File: config.mk
export PLATFORM = sky130hd
export DESIGN_NAME = multi_digit_ud_counter
export DESIGN_NICKNAME = d
export VERILOG_FILES = /design/src/rtl/multi_digit_ud_counter.sv
export SDC_FILE = /design/constraint.sdc
export NUM_CORES = 1
export LEC_CHECK = 0
export CORE_AREA = 2 2 74 62
export CTS_CLUSTER_SIZE = 20
export DETAILED_ROUTE_END_ITERATION = 8
export DIE_AREA = 0 0 76 64
export PLACE_DENSITY = 0.79
export SYNTH_ARGS = -nofsm -noshare
export SYNTH_HDL_FRONTEND = slang
export SYNTH_SLANG_ARGS = --single-unit
File: constraint.sdc
create_clock -name clk -period 4.2 [get_ports clk]
set_input_delay 0.84 -clock clk [delete_from_list [all_inputs] [get_ports clk]]
set_output_delay 0.84 -clock clk [all_outputs]
set_load 0.01 [all_outputs]
File: src/rtl/multi_digit_ud_counter.sv
// rtl/multi_digit_ud_counter.sv - cascaded BCD/hex up/down counter with load, oneshot and wrap flag (option: UDC_WRAP_STICKY_EN)
module multi_digit_ud_counter #(
    parameter int DIGITS = 4
) (
    input  logic                  clk,
    input  logic                  reset,
    input  logic                  enable,
    input  logic                  updown,
    input  logic                  mode,
    input  logic                  oneshot,
    input  logic                  load,
    input  logic [4*DIGITS-1:0]   load_count,
    output logic [4*DIGITS-1:0]   count_out,
    output logic                  done,
    output logic                  wrap
);

    logic [4*DIGITS-1:0] count_q;
    logic [4*DIGITS-1:0] step_count;
    logic [4*DIGITS-1:0] load_clamped;
    logic [4*DIGITS-1:0] terminal;
    logic [3:0]          digit_max;
    logic [3:0]          eff [DIGITS];
    logic                carry_out;
    logic                wrap_event;

    assign digit_max = mode ? 4'd9 : 4'd15;
    assign count_out = count_q;

    // Effective digit values: in BCD mode a leftover hex digit above 9 behaves as 9
    always_comb begin
        for (int i = 0; i < DIGITS; i++) begin
            eff[i] = count_q[4*i +: 4];
            if (mode && (count_q[4*i +: 4] > 4'd9)) begin
                eff[i] = 4'd9;
            end
        end
    end

    // Ripple carry/borrow across all digits in one cycle; carry_out flags a terminal-to-wrap step
    always_comb begin
        logic chain;
        chain      = 1'b1;
        step_count = '0;
        for (int i = 0; i < DIGITS; i++) begin
            if (chain) begin
                if (updown) begin
                    step_count[4*i +: 4] = (eff[i] == digit_max) ? 4'd0 : eff[i] + 4'd1;
                end else begin
                    step_count[4*i +: 4] = (eff[i] == 4'd0) ? digit_max : eff[i] - 4'd1;
                end
            end else begin
                step_count[4*i +: 4] = eff[i];
            end
            chain = chain & (updown ? (eff[i] == digit_max) : (eff[i] == 4'd0));
        end
        carry_out = chain;
    end

    // Parallel load value, with BCD digits above 9 clamped to 9
    always_comb begin
        load_clamped = load_count;
        for (int i = 0; i < DIGITS; i++) begin
            if (mode && (load_count[4*i +: 4] > 4'd9)) begin
                load_clamped[4*i +: 4] = 4'd9;
            end
        end
    end

    // Terminal value for the current mode and direction; done compares raw stored digits
    always_comb begin
        terminal = '0;
        for (int i = 0; i < DIGITS; i++) begin
            terminal[4*i +: 4] = updown ? digit_max : 4'd0;
        end
    end

    assign done       = (count_q == terminal);
    assign wrap_event = enable && carry_out && !oneshot;

    // Count register: reset > load > enable; oneshot holds at terminal
    always_ff @(posedge clk) begin
        if (reset) begin
            count_q <= '0;
        end else if (load) begin
            count_q <= load_clamped;
        end else if (enable && !(carry_out && oneshot)) begin
            count_q <= step_count;
        end
    end

`ifdef UDC_WRAP_STICKY_EN
    // Sticky wrap flag: set by a wrap, cleared only by load or reset
    always_ff @(posedge clk) begin
        if (reset || load) begin
            wrap <= 1'b0;
        end else if (wrap_event) begin
            wrap <= 1'b1;
        end
    end
`else
    // One-cycle wrap pulse following each wrap step
    always_ff @(posedge clk) begin
        if (reset || load) begin
            wrap <= 1'b0;
        end else begin
            wrap <= wrap_event;
        end
    end
`endif

endmodule
==> out/qor.csv, run 1 <==
metric,value,unit
routed vias/inst,6.452,
slew margin rel.,55.27,%
first-pass GRT wire length,10570,um
initial core utilization,51.77,%
Vias,2510,
Post-synth ARST share,0,%
antenna-violating nets left,0,
synthesized cell area,2108,um2
final setup vio count,0,
Die Width,76,um
CP startpoint kind,primary input,
"Seq/Total Area, Yosys",16.14,%
Crit path largest cell delay,580,ps
Syn Nets,340,
CTS-repair resized insts,0,
Port-buffer cells,40,
num rows,21,
Crit-path slowest cell,clkdlybuf4s50_1,
gr usage total,26.47,%
Clock Sink Count,17,
clk slew on worst S/H paths,70,ps
critical path arrival,2880,ps
Crit. End Element,output pin,
reg2reg path depth,9,
count of pins over their slew limit,0,
Peak VDD IR,0.0001750,V
Yosys Warn Count,0,
share of the synthesized area in the top cell type,16.14,%
Setup TNS,0,ps
RSZ-0062 raised after global routing,false,
top post-synthesis cells by area,"dfxtp_1 16%, ha_1 5.3%, a21oi_1 5.2%, nor2_1 4.8%, clkbuf_1 4.6%",
FMAX,268.7,MHz
crit-path cells,clkdlybuf4s50_1 > buf_4 > or4_1 > a22oi_1 > clkdlybuf4s50_1,
status,finished clean,
clock root cell,clkbuf_8,
Antenna diodes,0,
Final period util,88.61,%
core area,4073,um2
max cap viols,0,
final wirelength,6482,um
Post-CTS Hold Buffers,0,
Netlist cell types,59,
CTS tree,done,
post-synthesis cell count,308,
LEAKAGE,0.001020,uW
Seq cells post-synth,17,
Final Hold Fails,0,
Final nets,365,
CP Data Required Time,3360,ps
number of global-route vias before repair,2095,
"EDFF count, synth",0,
initial antenna violation count,0,
DRC errors left,0,
Final Skew,3.774,ps
min Tclk post-route,3722,ps
layout cells sized above 1,6.627,%
WL/cell,16.66,um
CP dominant cell by count,clkdlybuf4s50_1,
Buf/Inv on CP,3,
Worst path depth,5,
Tightest Pin Transition,668.8,ps
largest net degree at the start of global routing,31,
total CTS buffers,3,
gpl congestion,0.9072,
Syn Area/Cell,6.845,um2
Top delay family on crit path,buffers and inverters,
Detailed Place HPWL,4649,um
Initial DRC Count,355,
io pins,41,
worst skew pair latency,260,ps
htree depth,1,
Hold Slack,726.9,ps
total grt overflow,0,
area grow syn2layout,22.20,%
Die Area,4864,um2
"Max FO, Critical Path",20,
hold path depth,2,
setup bufs post-CTS,0,
largest area contributor in the netlist,dfxtp_1,
Clock Tree Buf Depth,2,
Hold Crit Class,reg -> reg,
die span in y,64,um
critical path class,in -> out,
First-pass DRT Iterations,5,
ys flop type,dfxtp_1,
power per cell area,234.1,nW/um2
==> where the power goes <==
| part | switching, uW | internal (uW) |
|---|---|---|
| registers | 38.9 | 174 |
| clock network | 60.6 | 67.5 |
| logic | 137 | 125 |
| total | 236 | 367 |
==> cells in the final DEF (no fill, tap or decap), types with 6 or more instances in the layout <==
| cell | synthesis | routed |
|---|---|---|
| nor2_1 | 27 | 27 |
| a31oi_1 | 9 | 9 |
| inv_1 | 19 | 19 |
| nor3_1 | 13 | 13 |
| clkdlybuf4s50_1 | 0 | 40 |
| mux2i_1 | 6 | 6 |
| nand3_1 | 15 | 15 |
| nor4_1 | 6 | 6 |
| buf_4 | 0 | 10 |
| dfxtp_1 | 17 | 17 |
| a21oi_1 | 22 | 22 |
| o211ai_1 | 8 | 8 |
| ha_1 | 9 | 9 |
| o21ai_0 | 13 | 13 |
| nand2_1 | 25 | 25 |
==> state kept, by name, summed over array words and instances (netlist names) <==
| signal | flops |
|---|---|
| wrap | 1 |
| count_out | 16 |
==> per-stage QoR <==
stage / power, uW / setup slack [ps] / instance area, um2 / instances / util, %
detailed placement: 472.2 / 338.4 / 2531 / 385 / 62.15
global route: 643.8 / 282.5 / 2576 / 389 / 63.26
finish: 603.1 / 478.3 / 2576 / 389 / 63.26
global placement: 468.0 / 415.0 / 2531 / 385 / 62.15
floorplan: 379.7 / 610.9 / 2108 / 308 / -
CTS: 598.3 / 475.5 / 2576 / 389 / 63.26
==> layer usage <==
layer | wire length [um] | track usage, %
met4 | 49 | 5.227
met3 | 702 | 5.650
met2 | 2836 | 40.29
met1 | 2892 | 38.57
met5 | 0 | 0
==> synthesized netlist by cell type (all sizes together), types with 3 or more instances <==
library cell and number:
a2111oi 3, a21o 5, a21oi 22, a311oi 3
a31oi 9, and2 4, and3 5, buf 4
clkbuf 26, dfxtp 17, ha 9, inv 19
mux2i 6, nand2 26, nand3 15, nand4 3
nor2 28, nor2b 5, nor3 13, nor3b 3
nor4 6, o2111a 3, o2111ai 5, o211ai 8
o21a 4, o21ai 16, o22ai 5, o31ai 7
==> cells by family after synthesis <==
| group | Yosys count | synth area share, % |
|---|---|---|
| AND/OR/NAND/NOR | 117 | 28.61 |
| AO/OA/AOI/OAI | 105 | 35.85 |
| buffers and inverters | 50 | 9.436 |
| flip-flops | 17 | 16.14 |
| adder cells (fa/ha/maj) | 9 | 5.341 |
| multiplexers | 7 | 3.383 |
| XOR/XNOR | 3 | 1.247 |
==> worst register-to-register path, stage by stage, from the launching register on <==
cell and delay [ps]:
dfxtp_1 610, nand2_1 190, nand2_1 160, ha_1 190, or3b_1 470, nor4b_4 290, o21ai_2 210, o31ai_4 480
nand2_2 190, a311oi_1 270
==> worst paths after layout <==
kind                                                start                         to  slack, ps
worst max register to register  count_out[3]$_SDFFE_PP0P_  count_out[1]$_SDFFE_PP0P_       1050
worst min register to register  count_out[6]$_SDFFE_PP0P_  count_out[6]$_SDFFE_PP0P_        730
worst min-delay path            count_out[6]$_SDFFE_PP0P_  count_out[6]$_SDFFE_PP0P_        730
worst max-delay path                                 mode                       done        480
==> area by class of cell <==
| type | count | area [um2] |
|---|---|---|
| multi-input combinational | 241 | 1569 |
| timing repair buffer | 50 | 475.5 |
| clock buffer | 4 | 45.04 |
| tap | 57 | 71.32 |
| sequential | 17 | 340.3 |
| inverter | 20 | 75.07 |
| fill | 381 | 1496 |
(Power assumes the default switching activity.)
==> run 2, diff against run 1 <==
- clock period: 4.2 -> 3.5 ns (I/O delays scaled with it)
==> run 2 against run 1 <==
Wire length increased by 1.8%. Design area up 6.3%. Clock power grew 20%. Register-to-register slack worse by 510 ps. Power increased by 25%. Combinational power is 32% higher. Sequential power is 19% higher.
==> out/qor.csv, run 2 (synthesis results as in run 1) <==
metric,value,unit,change
status,finished clean,,unchanged
initial core utilization,51.77,%,unchanged
"Max FO, Critical Path",14,,was 20
antenna-violating nets left,0,,unchanged
DRC errors left,0,,unchanged
setup slack after layout,95.77,ps,was 478.3 ps
total grt overflow,0,,unchanged
Vias,2522,,was 2510
Final period util,97.26,%,
CP startpoint kind,primary input,,unchanged
die span in y,64,um,unchanged
worst skew pair latency,260,ps,about the same
Die Width,76,um,unchanged
max cap viols,0,,unchanged
crit-path cells,clkdlybuf4s50_1 > buf_4 > or4_1 > a22oi_1 > clkdlybuf4s50_1,,unchanged
Tightest Pin Transition,653.0,ps,was 668.8 ps
Crit-path slowest cell,clkdlybuf4s50_1,,unchanged
Clock Sink Count,17,,unchanged
First-pass DRT Iterations,5,,unchanged
slew margin rel.,56.33,%,was 55.27%
placed cells,406,,was 385
number of global-route vias before repair,2320,,was 2095
Final nets,386,,was 365
Final Skew,2.414,ps,was 3.774 ps
gpl congestion,0.8647,,was 0.9072
final wirelength,6601,um,was 6482 um
RSZ-0062 raised after global routing,false,,unchanged
Top delay family on crit path,buffers and inverters,,unchanged
Clock Tree Buf Depth,2,,unchanged
Die Area,4864,um2,unchanged
Antenna diodes,0,,unchanged
routed vias/inst,6.151,,was 6.452
gr usage total,27.46,%,was 26.47%
Crit. End Element,output pin,,unchanged
CTS tree,done,,unchanged
"commonest cells after routing, fill and taps aside","40 x clkdlybuf4s50_1, 31 x buf_4, 27 x nor2_1",,"was 40 x clkdlybuf4s50_1, 27 x nor2_1, 25 x nand2_1"
htree depth,1,,unchanged
Peak VDD IR,0.0001306,V,was 0.0001750 V
clk slew on worst S/H paths,70,ps,about the same
num rows,21,,unchanged
min Tclk post-route,3404,ps,
core area,4073,um2,unchanged
Initial DRC Count,381,,was 355
critical path arrival,2700,ps,was 2880 ps
Port-buffer cells,40,,unchanged
CP Data Required Time,2800,ps,was 3360 ps
largest net degree at the start of global routing,30,,was 31
Hold Crit Class,reg -> reg,,unchanged
first-pass GRT wire length,11080,um,was 10570 um
initial antenna violation count,0,,unchanged
critical path class,in -> out,,unchanged
area grow syn2layout,29.91,%,was 22.20%
WL/cell,16.10,um,was 16.66 um
Finished Layout Cells,410,,was 389
clock root cell,clkbuf_8,,unchanged
setup slack at placement,-27.91,ps,was 338.4 ps
"commonest non-fill, non-tap cell in the layout",clkdlybuf4s50_1,,unchanged
Detailed Place HPWL,4966,um,was 4649 um
Largest register FFs,16,,unchanged
final design utilization,67.25,%,was 63.26%
Buf/Inv on CP,3,,unchanged
LEAKAGE,0.001122,uW,was 0.001020 uW
final setup vio count,0,,unchanged
layout cells sized above 1,12.75,%,was 6.627%
Crit path largest cell delay,570,ps,was 580 ps
FMAX,293.8,MHz,
io pins,41,,unchanged
total CTS buffers,3,,unchanged
setup bufs post-CTS,0,,unchanged
power per cell area,275.4,nW/um2,was 234.1 nW/um2
count of pins over their slew limit,0,,unchanged
Final Hold Fails,0,,unchanged
CP dominant cell by count,clkdlybuf4s50_1,,unchanged
[run 2: metrics by stage]
stage / TNS (ps) / total power, uW / hold WS [ps] / instance area (um2)
after floorplan: 0 / 455.7 / 748.1 / 2108
after global placement: 0 / 589.2 / 693.2 / 2689
after detailed placement: -99.56 / 595.0 / 681.7 / 2689
after CTS: 0 / 746.9 / 702.6 / 2734
after global routing: 0 / 798.9 / 761.3 / 2739
final: 0 / 754.4 / 708.8 / 2739
[run 2: path summary, 6_finish.rpt]
kind,start,endpoint,slack [ps],depth (start not counted)
worst max-delay path,mode,done,100,5
worst min-delay path,count_out[6]$_SDFFE_PP0P_,count_out[6]$_SDFFE_PP0P_,710,2
worst max register to register,count_out[1]$_SDFFE_PP0P_,count_out[14]$_SDFFE_PP0P_,540,10
worst min register to register,count_out[6]$_SDFFE_PP0P_,count_out[6]$_SDFFE_PP0P_,710,2
[run 2: area by class of cell]
| type | count | area [um2] |
|---|---|---|
| clock buffer | 4 | 45.04 |
| fill | 354 | 1334 |
| inverter | 20 | 75.07 |
| multi-input combinational | 241 | 1574 |
| sequential | 17 | 340.3 |
| tap | 57 | 71.32 |
| timing repair buffer | 71 | 633.1 |
[run 2: metal layers]
layer | vias to the layer above | GRT usage [%] | wire length, um
met5 | - | 0 | 0
met4 | 0 | 5.682 | 75
met3 | 9 | 4.802 | 508
met2 | 133 | 44.75 | 3014
met1 | 1149 | 38.30 | 3003
li1 | 1231 | - | -
[run 2: power breakdown]
| part | internal [uW] | leakage (uW) | total [uW] | switching [uW] |
|---|---|---|---|---|
| clock network | 81.0 | 0.0000228 | 154 | 73.1 |
| registers | 208 | 0.000141 | 254 | 45.4 |
| logic | 175 | 0.000958 | 346 | 172 |
[run 2: worst register-to-register path, delay by kind of cell (launching register included)]
kind	cells	cell delay (ps)
adder cells (fa/ha/maj)	1	200
buffers and inverters	1	170
AND/OR/NAND/NOR	4	1040
flip-flops	1	450
AO/OA/AOI/OAI	4	950
[run 2: repair_timing]
action,4_1_cts,5_1_grt
endpoints found under the setup margin,0,7
hold endpoints to repair,0,0
hold buffers,0,0
resized for setup,0,2
==> run 3, diff against run 2 <==
- CORE_AREA: 2 2 74 62 -> 2 2 67 69
- DIE_AREA: 0 0 76 64 -> 0 0 69 71
- PLACE_DENSITY: 0.79 -> 0.78
==> run 3 against run 2 <==
Non-clock buffer count decreased by 3. Clock power about the same. Clock-buffer cell count decreased by 1. Cell count decreased by 2.0%. Critical endpoint unchanged. Core utilization decreased by 2.9 points.
==> out/qor.csv, run 3 (synthesis results as in run 1) <==
metric,value,unit,change
CP Data Required Time,2800,ps,about the same
worst r2r dst,count_out[12]$_SDFFE_PP0P_,,was count_out[14]$_SDFFE_PP0P_
min Tclk post-route,3365,ps,was 3404 ps
Setup crit start,mode,,unchanged
Die Width,69,um,was 76 um
Largest register FFs,16,,unchanged
setup slack at placement,-9.406,ps,was -27.91 ps
Final Skew,4.251,ps,was 2.414 ps
max cap viols,0,,unchanged
Peak VDD IR,0.0001278,V,was 0.0001306 V
WL/cell,15.82,um,was 16.10 um
gpl congestion,0.9620,,was 0.8647
Initial DRC Count,224,,was 381
Clock Sink Count,17,,unchanged
Final period util,96.14,%,was 97.26%
Final Power,748.2,uW,was 754.4 uW
placed cells,398,,was 406
power per cell area,276.5,nW/um2,was 275.4 nW/um2
status,finished clean,,unchanged
Die Area,4899,um2,was 4864 um2
count of pins over their slew limit,0,,unchanged
Post-CTS Hold Buffers,0,,unchanged
worst hold endpoint,count_out[2]$_SDFFE_PP0P_,,was count_out[6]$_SDFFE_PP0P_
Fillers,396,,was 354
area grow syn2layout,28.37,%,was 29.91%
core area,4204,um2,was 4073 um2
CP startpoint kind,primary input,,unchanged
"Max FO, Critical Path",13,,was 14
routed wl met2,2921,um,was 3014 um
hold path depth,2,,unchanged
worst skew pair latency,260,ps,about the same
antenna-violating nets left,0,,unchanged
routed vias/inst,6.142,,was 6.151
die span in y,71,um,was 64 um
total grt overflow,0,,unchanged
number of global-route vias before repair,2171,,was 2320
final wirelength,6358,um,was 6601 um
Hold Slack,705.9,ps,was 708.8 ps
clk slew on worst S/H paths,70,ps,about the same
critical path class,in -> out,,unchanged
"commonest cells after routing, fill and taps aside","40 x clkdlybuf4s50_1, 28 x buf_4, 27 x nor2_1",,"was 40 x clkdlybuf4s50_1, 31 x buf_4, 27 x nor2_1"
First-pass DRT Iterations,5,,unchanged
DRC errors left,0,,unchanged
Vias,2469,,was 2522
num rows,24,,was 21
LEAKAGE,0.001105,uW,was 0.001122 uW
Hold Crit Class,reg -> reg,,unchanged
Finished Layout Cells,402,,was 410
FMAX,297.2,MHz,was 293.8 MHz
Max Used Layer,met4,,unchanged
CTS tree,done,,unchanged
Detailed Place HPWL,4655,um,was 4966 um
critical path arrival,2660,ps,was 2700 ps
layout cells sized above 1,11.71,%,was 12.75%
total CTS buffers,3,,unchanged
Met3 Routed Length,476,um,was 508 um
gr usage total,25.93,%,was 27.46%
setup bufs post-CTS,0,,unchanged
Metal-1 WL,2864,um,was 3003 um
Setup TNS,0,ps,unchanged
io pins,41,,unchanged
initial antenna violation count,0,,unchanged
Final Hold Fails,0,,unchanged
slew margin rel.,52.78,%,was 56.33%
final setup vio count,0,,unchanged
r2r setup slk,600,ps,was 540 ps
Antenna diodes,0,,unchanged
Crit. End Element,output pin,,unchanged
CTS-repair resized insts,0,,unchanged
RSZ-0062 raised after global routing,false,,unchanged
clock root cell,clkbuf_8,,unchanged
first-pass GRT wire length,10550,um,was 11080 um
Tightest Pin Transition,706.1,ps,was 653.0 ps
reg2reg path depth,10,,unchanged
Final nets,383,,was 386
"commonest non-fill, non-tap cell in the layout",clkdlybuf4s50_1,,unchanged
setup slack after layout,135.1,ps,was 95.77 ps
Clock Tree Buf Depth,2,,unchanged
R2R Path Start,count_out[1]$_SDFFE_PP0P_,,unchanged
initial core utilization,50.15,%,was 51.77%
htree depth,1,,unchanged
min-delay src,count_out[2]$_SDFFE_PP0P_,,was count_out[6]$_SDFFE_PP0P_
largest net degree at the start of global routing,30,,unchanged
Port-buffer cells,40,,unchanged
run 3: worst max path at each step:
| stage | slack, ps | depth (start not counted) | end |
|---|---|---|---|
| CTS | 120 | 5 | done |
| global route | 8 | 10 | count_out[14]$_SDFFE_PP0P_ |
| detailed placement | -9 | 10 | count_out[7]$_SDFFE_PP0P_ |
| finish | 140 | 5 | done |
| floorplan | 50 | 12 | count_out[7]$_SDFFE_PP0P_ |
| global placement | 40 | 10 | count_out[7]$_SDFFE_PP0P_ |
run 3: power by group:
part           switching [uW]  leakage [uW]  internal, uW
clock                    77.2     0.0000255          79.4
sequential               45.1      0.000141           208
combinational             167      0.000939           171
total                     289       0.00111           459
run 3: critical path: stages:
cell	delay [ps]
clkdlybuf4s50_1	460
buf_4	210
or4_1	530
a22oi_1	190
clkdlybuf4s50_1	570
run 3: layout make-up:
| cell class | instances | area (um2) | share of cell area, % |
|---|---|---|---|
| inverters | 20 | 75.07 | 2.774 |
| flip-flops and latches | 17 | 340.3 | 12.58 |
| multi-input cells | 241 | 1569 | 57.97 |
| clock inverters | 1 | 5.005 | 0.1849 |
| clock buffers | 3 | 41.29 | 1.526 |
| well taps | 52 | 65.06 | 2.404 |
| repair buffers | 68 | 610.6 | 22.56 |
run 3: per-stage QoR:
step,area [um2],utilization (%)
6_report,2706,64.38
5_1_grt,2706,64.38
4_1_cts,2706,64.38
3_5_place_dp,2660,63.27
3_3_place_gp,2660,63.27
2_1_floorplan,2108,-
run 3: metal layers:
layer  up-vias  GRT usage, %
met4         0         7.843
met5         -             0
met3        11         2.137
met2       118         41.24
met1      1114         37.40
li1       1226             -
